## src/rtl/free_list.sv

```systemverilog
// free_list: circular FIFO of free physical register tags for rename/dispatch.
//   Dispatch pops up to N_WAY tags per cycle (in-order grants), ROB retirement
//   pushes each freed previous mapping (tag_old), and branch_haz rewinds the
//   speculative pop pointer to the retired (architectural) pop pointer.
//
// Ports:
//   clock, reset         rising-edge clock, asynchronous active-low reset
//   alloc_req            per-slot request for a new destination tag
//   alloc_tag            granted tag per slot (0 when not granted), slot k at [k*TAG_W +: TAG_W]
//   alloc_grant          per-slot grant
//   free_avail           min(count, N_WAY) from registered state
//   retire_valid         ROB retire strobes
//   retire_tag           retired destination tag (0 = no destination)
//   retire_told          previous mapping to free (0 = nothing to free)
//   branch_haz           flush: rewind head to the architectural position
//   error                sticky error flag, present only with FREELIST_ERR_EN
//
// Build option: define FREELIST_ERR_EN to add the error port and its checks.

module free_list #(
  parameter int unsigned N_WAY  = 2,
  parameter int unsigned N_PHYS = 64,
  parameter int unsigned N_ARCH = 32,
  parameter int unsigned TAG_W  = $clog2(N_PHYS),
  localparam int unsigned AVW   = $clog2(N_WAY) + 1
) (
  input  logic                   clock,
  input  logic                   reset,
  input  logic [N_WAY-1:0]       alloc_req,
  output logic [N_WAY*TAG_W-1:0] alloc_tag,
  output logic [N_WAY-1:0]       alloc_grant,
  output logic [AVW-1:0]         free_avail,
  input  logic [N_WAY-1:0]       retire_valid,
  input  logic [N_WAY*TAG_W-1:0] retire_tag,
  input  logic [N_WAY*TAG_W-1:0] retire_told,
  input  logic                   branch_haz
`ifdef FREELIST_ERR_EN
  ,
  output logic                   error
`endif
);

  localparam int unsigned FREE_INIT = N_PHYS - N_ARCH;

  localparam logic [TAG_W:0] PtrOne    = {{TAG_W{1'b0}}, 1'b1};
  localparam logic [TAG_W:0] NWayPtr   = N_WAY[TAG_W:0];
  localparam logic [TAG_W:0] TailInit  = FREE_INIT[TAG_W:0];
  localparam logic [AVW-1:0] NWayAvail = N_WAY[AVW-1:0];

  // Pointers carry one extra wrap bit so full and empty are distinguishable.
  logic [TAG_W-1:0] r_mem [N_PHYS];
  logic [TAG_W:0]   r_head;
  logic [TAG_W:0]   r_tail;
  logic [TAG_W:0]   r_arch_head;

  logic [TAG_W:0]   w_count;
  logic [TAG_W:0]   w_n_grant;
  logic [TAG_W:0]   w_head_d;
  logic [TAG_W:0]   w_tail_d;
  logic [TAG_W:0]   w_arch_d;
  logic [N_WAY-1:0] w_push;
  logic [TAG_W:0]   w_push_ptr [N_WAY];

  assign w_count = r_tail - r_head;

  assign free_avail = (w_count >= NWayPtr) ? NWayAvail : w_count[AVW-1:0];

  // Slot k takes entry head+<number of lower requesting slots>; once one slot
  // runs out of capacity every higher requester does too, keeping grants in order.
  always_comb begin
    logic [TAG_W:0] lower;
    logic [TAG_W:0] ptr;
    lower       = '0;
    ptr         = '0;
    w_n_grant   = '0;
    alloc_grant = '0;
    alloc_tag   = '0;
    for (int k = 0; k < int'(N_WAY); k++) begin
      if (alloc_req[k]) begin
        if (!branch_haz && (lower < w_count)) begin
          ptr                           = r_head + lower;
          alloc_grant[k]                = 1'b1;
          alloc_tag[k*TAG_W +: TAG_W]   = r_mem[ptr[TAG_W-1:0]];
          w_n_grant                     = w_n_grant + PtrOne;
        end
        lower = lower + PtrOne;
      end
    end
  end

  // Retire slots are packed at tail in slot order; only non-zero told is freed.
  always_comb begin
    logic [TAG_W:0] n_push;
    logic [TAG_W:0] n_adv;
    n_push = '0;
    n_adv  = '0;
    for (int i = 0; i < int'(N_WAY); i++) begin
      w_push[i]     = retire_valid[i] && (retire_told[i*TAG_W +: TAG_W] != '0);
      w_push_ptr[i] = r_tail + n_push;
      if (w_push[i]) n_push = n_push + PtrOne;
      if (retire_valid[i] && (retire_tag[i*TAG_W +: TAG_W] != '0)) n_adv = n_adv + PtrOne;
    end
    w_tail_d = r_tail + n_push;
    w_arch_d = r_arch_head + n_adv;
    // Flush sees this cycle's retirements before rewinding.
    w_head_d = branch_haz ? w_arch_d : (r_head + w_n_grant);
  end

  always_ff @(posedge clock or negedge reset) begin
    if (!reset) begin
      for (int i = 0; i < int'(N_PHYS); i++) begin
        r_mem[i] <= (i < int'(FREE_INIT)) ? TAG_W'(int'(N_ARCH) + i) : '0;
      end
      r_head      <= '0;
      r_arch_head <= '0;
      r_tail      <= TailInit;
    end else begin
      for (int i = 0; i < int'(N_WAY); i++) begin
        if (w_push[i]) r_mem[w_push_ptr[i][TAG_W-1:0]] <= retire_told[i*TAG_W +: TAG_W];
      end
      r_head      <= w_head_d;
      r_tail      <= w_tail_d;
      r_arch_head <= w_arch_d;
    end
  end

`ifdef FREELIST_ERR_EN
  localparam logic [TAG_W:0] CapPtr  = FREE_INIT[TAG_W:0];
  localparam logic [TAG_W:0] NPhysPtr = N_PHYS[TAG_W:0];

  logic r_error;
  logic w_err_set;

  // A pushed tag >= N_PHYS cannot be expressed in TAG_W bits, so only overflow
  // and arch_head overtaking tail need checking here.
  always_comb begin
    w_err_set = 1'b0;
    for (int i = 0; i < int'(N_WAY); i++) begin
      if (w_push[i] && ((w_push_ptr[i] - r_head) >= CapPtr)) w_err_set = 1'b1;
    end
    // arch_head past tail makes the modular distance wrap to a large value.
    if ((w_tail_d - w_arch_d) > NPhysPtr) w_err_set = 1'b1;
  end

  always_ff @(posedge clock or negedge reset) begin
    if (!reset) begin
      r_error <= 1'b0;
    end else if (w_err_set) begin
      r_error <= 1'b1;
    end
  end

  assign error = r_error;
`endif

endmodule

```

## config.mk

```make
export PLATFORM = sky130hd
export DESIGN_NAME = free_list
export DESIGN_NICKNAME = d
export VERILOG_FILES = /design/src/rtl/free_list.sv
export SDC_FILE = /design/constraint.sdc
export NUM_CORES = 1
export LEC_CHECK = 0
export CAP_MARGIN = 30
export CELL_PAD_IN_SITES_DETAIL_PLACEMENT = 0
export CELL_PAD_IN_SITES_GLOBAL_PLACEMENT = 2
export CORE_MARGIN = 5
export CORE_UTILIZATION = 40
export CTS_BUF_LIST = sky130_fd_sc_hd__clkbuf_4 sky130_fd_sc_hd__clkbuf_8 sky130_fd_sc_hd__clkbuf_16
export CTS_CLUSTER_SIZE = 40
export DETAILED_ROUTE_END_ITERATION = 6
export PLACE_DENSITY = 0.89
export SLEW_MARGIN = 0
export SYNTH_ARGS = -nofsm -noshare
export SYNTH_HDL_FRONTEND = slang
export SYNTH_SLANG_ARGS = --single-unit
```

## constraint.sdc

```tcl
create_clock -name clock -period 4.8 [get_ports clock]
set_input_delay 0.48 -clock clock [delete_from_list [all_inputs] [get_ports clock]]
set_output_delay 0.48 -clock clock [all_outputs]
set_load 0.02 [all_outputs]
```

Word-level counts from Yosys, hierarchy flattened

Cells that the tools add are included.
W data, S select, Z words.

Add/subtract/negate cells: 9
$lt $le $gt $ge: 9
Mux-type cells: 33
Bitwise operators: 4
Reductions and logical operators: 13

Operator list:

| kind                  | number |
|---|---|
| $bwmux W384           | 2 |
| $mux W384             | 2 |
| $bmux W6 S6           | 2 |
| $demux W6 S6          | 2 |
| $mux W6               | 10 |
| $mux W7               | 5 |
| $ge A7 B7 Y1 const B  | 4 |
| $not A6 Y7            | 4 |
| $reduce_bool A6 Y1    | 4 |
| $add A7 B1 Y7 const B | 3 |
| $add A7 B7 Y7         | 3 |
| $lt A7 B1 Y1 const B  | 2 |
| $add A6 B6 Y6         | 2 |
| $mux W1               | 9 |
| $logic_and A1 B1 Y1   | 8 |
| $ge A7 B2 Y1 const B  | 1 |
| $lt A1 B7 Y1 const A  | 1 |
| $lt A7 B7 Y1          | 1 |
| $sub A7 B7 Y7         | 1 |
| $mux W2               | 1 |
| $logic_not A1 Y1      | 1 |

Flip-flop bits (word level): 405

Depth between registers and ports, before layout

Depth after elaboration: 11
Mapped depth: 20
Mapped depth without buffers: 19

Least setup slack after synthesis

OpenSTA, ideal clock, no wires.

Kind: reg-to-reg
Start: register r_head[1]
End: register r_head[6]
Setup time: 0.083 ns
Data arrival time: 4.970 ns
Required time: 4.717 ns
Path slack: -0.253 ns
Stages on the path, launching flop included: 21
Path buffers: 3
Period minus slack after synthesis: 5.053 ns
Cells stage by stage: dfrtp_1 > buf_2 > clkbuf_1 > inv_1 > buf_1 > fa_1 > or2_0 > a221o_1 > a221oi_1 > o21ai_1 > o41ai_2 > inv_1 > ha_1 > nand2_1 > o21ai_0 > ha_1 > fa_1 > nand3_1 > nor2_1 > xnor2_1 > o21ai_0

Longest elaborated chain between the ends: 10
Elaborated cells between the ends (all ways): 12

RTL lines:

| item                   | RTL line | source |
|---|---|---|
| start, declared        | 52       | `logic [TAG_W:0] r_head;` |
| start signal, assigned | 121      | `r_head <= w_head_d;` |
| $sub A7 B7 Y7          | 64       | `assign w_count = r_tail - r_head;` |
| $lt A1 B7 Y1           | 80       | `if (!branch_haz && (lower < w_count)) begin` |
| $logic_and A1 B1 Y1    | 80       |  |
| $mux W1                | 80       |  |
| $mux W1                | 79       | `if (alloc_req[k]) begin` |
| $add A7 B1 Y7          | 84       | `w_n_grant = w_n_grant + PtrOne;` |
| $mux W7                | 80       |  |
| $mux W7                | 79       |  |
| $add A7 B7 Y7 *        | 106      | `w_head_d = branch_haz ? w_arch_d : (r_head + w_n_grant);` |
| $mux W7 *              | 106      |  |
| net w_head_d[6]        | 58       | `logic [TAG_W:0] w_head_d;` |

The timed path passes the listed nets; every way through them passes the cells marked *.

Worst setup path in the final report

Start: register r_tail[0]
End: output port alloc_tag[7]

Longest elaborated chain between the ends: 5

RTL lines:

| item                   | RTL line | source |
|---|---|---|
| start, declared        | 53       | `logic [TAG_W:0] r_tail;` |
| start signal, assigned | 116      | `r_tail <= TailInit;` |
| start signal, assigned | 122      | `r_tail <= w_tail_d;` |
| $sub A7 B7 Y7          | 64       |  |
| $lt A7 B7 Y1           | 80       |  |
| $logic_and A1 B1 Y1    | 80       |  |
| $mux W6                | 80       |  |
| $mux W6                | 79       |  |
| end, declared          | 30       | `output logic [N_WAY*TAG_W-1:0] alloc_tag,` |

No other way between the ends.

==> flow_metrics.tcl <==
set metrics [dict create \
    p_leak_nw 12.1 \
    tritoncts "yes" \
    path_buf_inv 4 \
    finish.net_count 2396 \
    dpl_cell_area_sq_mm 0.0288 \
    insertion_delay_ns 0.64 \
    syn_avg_cell_area_sq_um 11.6 \
    setup_viol_count_final 0 \
    crit_type "reg2out" \
    max_freq_ghz 0.215 \
    synth-seq-cells 405 \
    synth_top_area_cell "dfrtp_1" \
    cap_violations 0 \
    synthCells 2340 \
    critPathArrivalTime_ns 4.17 \
    start_kind "register" \
    wl_met3_microns 9870 \
    ir_drop_v 0.000390 \
    postCtsSetupBuffers 0 \
    dieWidth_microns 271 \
    grtUsageTotal_pct 26.1 \
    max_stage_delay_ns 0.60 \
    tightest_slew_ns 1.04 \
    finalCriticalPeriod_ns 4.65 \
    path_cells "inv_2 -> ha_1 -> inv_1 -> fa_1 -> or2_0 -> a221o_1 -> a221oi_1 -> o21ai_1 -> o41ai_2 -> buf_4 -> a21oi_1 -> clkdlybuf4s50_1" \
    maxSlewHeadroom_pct 30.4 \
    grt_overflow 0 \
    antenna_found_initial 5 \
    slew_violations 0 \
    port_buffers 46 \
    wl_per_cell_microns 30.3 \
    vias 20800 \
    path_delay_family "compound AO/OA/AOI/OAI gates" \
    cpMaxStageDelayCell "clkdlybuf4s50_1" \
    final_cells 3255 \
    die_area_sq_mm 0.0732 \
    cts.sinks 405 \
    diodes 0 \
    highest_layer "met5" \
    p_per_area_mw_per_mm2 711 \
    final-hold-violation-count 0 \
    coreArea_sq_mm 0.0673 \
    layout_commonest_cell "mux2_2" \
    dr.pass1.iters 6 \
    final_cell_mix "mux2_2, dfrtp_1, nand2_1, mux2i_1, mux4_2" \
    n_fill_cell 6113 \
    htree_num_levels 2 \
    cts_root_buffer "clkbuf_16" \
    antenna_left 0 \
    synth_area_sq_mm 0.0271 \
    cts_buffers 49 \
    drt_wl_total_microns 98600 \
    grt_max_degree 122 \
    rsz0062_at_grt "yes" \
    clock_skew_ns 0.0409 \
    path_max_fanout 9 \
    regArea_sq_mm 0.0103 \
    yosys_most_used_dff "dfrtp_1" \
    dp_cells 3162 \
    grt_pass1_wl_microns 144000 \
    syn_to_final_growth_pct 12.5 \
    multi_input_area_sq_mm 0.0160 \
    grt_pass1_vias 20600 \
    initial_core_util_pct 40.4 \
    drt_iter0_drc 2184 \
    period_share_pct 96.8 \
    fin_area_sq_mm 0.0305 \
    synth_cell_type_count 66 \
    fp.dieH_microns 271 \
    status "complete, no violations" \
    required_ns 4.32 \
    wl_met1_microns 39000 \
    yosysWarnings 0 \
    async_flop_share_pct 100 \
    dp_hpwl_microns 66500 \
    hp-class "in2reg" \
    pin_count 47 \
    synth_nets 2394 \
    drive_gt1_share_pct 40.1 \
    met2_wirelength_microns 43800 \
    synth_edf_count 0 \
    drc 0 \
    end_kind "primary output" \
    synth_area_leaders "dfrtp_1, mux4_2, mux2_2, dfstp_2, mux2i_1" \
    clk_pin_slew_ns 0.06 \
    rows 95 \
    routed_via_density 6.40 \
    place.gp.congestion 1.01 \
    yosysTopAreaCellShare_pct 26.9 \
    seq_area_frac_synth_pct 37.8 \
    clockBufferDepth 3 \
]
==> tightest hold or removal path: stages <==
cell	delay [ns]
buf_2	0.11
buf_4	0.26
nand2_1	0.10
o21ai_0	0.07
==> power breakdown <==
group | leakage (nW) | internal, mW | switching [mW] | total (mW)
clock network | 0.867 | 2.36 | 1.59 | 3.95
registers | 4.88 | 5.13 | 1.67 | 6.80
logic | 6.37 | 5.34 | 5.64 | 11.0
==> per-stage QoR <==
step	hold slack, ns	power, mW	utilization (%)	TNS (ns)	setup slack, ns
floorplan	0.184	13.6	-	0	0.0472
global placement	0.466	17.2	42.8	0	0.415
detailed placement	0.464	17.5	42.8	0	0.473
CTS	0.434	21.5	45.3	0	0.0849
global route	0.453	22.6	45.4	-0.0118	-0.0118
finish	0.444	21.7	45.4	0	0.153
==> synthesized netlist by cell type, drive strengths merged (5+ instances only) <==
cell,instances
mux2i,243
buf,81
nand4,12
o2111ai,7
a21oi,55
nor2b,18
inv,22
a211oi,5
and2,6
nand2b,5
mux4,198
a22oi,8
a31oi,8
or2,9
o21ai,170
dfstp,113
nand3b,5
xnor2,22
o22ai,7
a221oi,6
dfrtp,292
nor2,158
nand3,44
mux2,386
nor3,9
clkbuf,121
nand2,256
ha,19
==> flip-flops by register name, indices dropped and copies added (netlist names) <==
signal / flops
r_mem: 384
r_arch_head: 7
r_tail: 7
r_head: 7
==> logic make-up after synthesis <==
family                     Yosys count  synth area share [%]
adders and majority gates           23                  1.17
AOI/OAI and AO/OA                  295                  6.30
buffers and inverters              224                  3.42
DFF                                405                  37.8
and+or+nand+nor                    541                  8.99
xor gates and xnor gates            25                 0.806
muxes                              827                  41.5
==> cell type report <==
type / instances / share of cell area, %
sequential: 405 / 33.7
clock inverter: 15 / 0.655
tap: 873 / 3.58
timing repair buffer: 153 / 4.43
clock buffer: 76 / 4.98
multi-input combinational: 1711 / 52.4
inverter: 22 / 0.270
==> metal layers <==
layer | global-route usage, % | up-vias
li1 | - | 8647
met5 | 0 | -
met2 | 40.2 | 1207
met1 | 34.6 | 10700
met3 | 6.66 | 296
met4 | 12.7 | 8
==> path summary, 6_finish.rpt <==
kind | startpoint | end | slack (ns) | depth (start not counted)
max | r_tail[0]$_DFF_PN0_ | alloc_tag[7] | 0.15 | 12
min | retire_told[11] | r_mem[167]$_DFF_PN0_ | 0.44 | 4
max reg2reg | r_tail[0]$_DFF_PN0_ | r_head[6]$_DFF_PN0_ | 0.51 | 19
min reg2reg | r_arch_head[6]$_DFF_PN0_ | r_arch_head[6]$_DFF_PN0_ | 0.47 | 1
max in group asynchronous | reset | r_mem[284]$_DFF_PN0_ | 3.01 | 3
min in group asynchronous | reset | r_mem[183]$_DFF_PN0_ | 0.55 | 2
==> timing repair <==
item                                   CTS  global route
endpoints found under the hold margin   32             0
hold buffers                             1             0
setup endpoints to repair                0             5
resized for setup                        0             5
No activity file was read; power rests on OpenSTA's default activity.
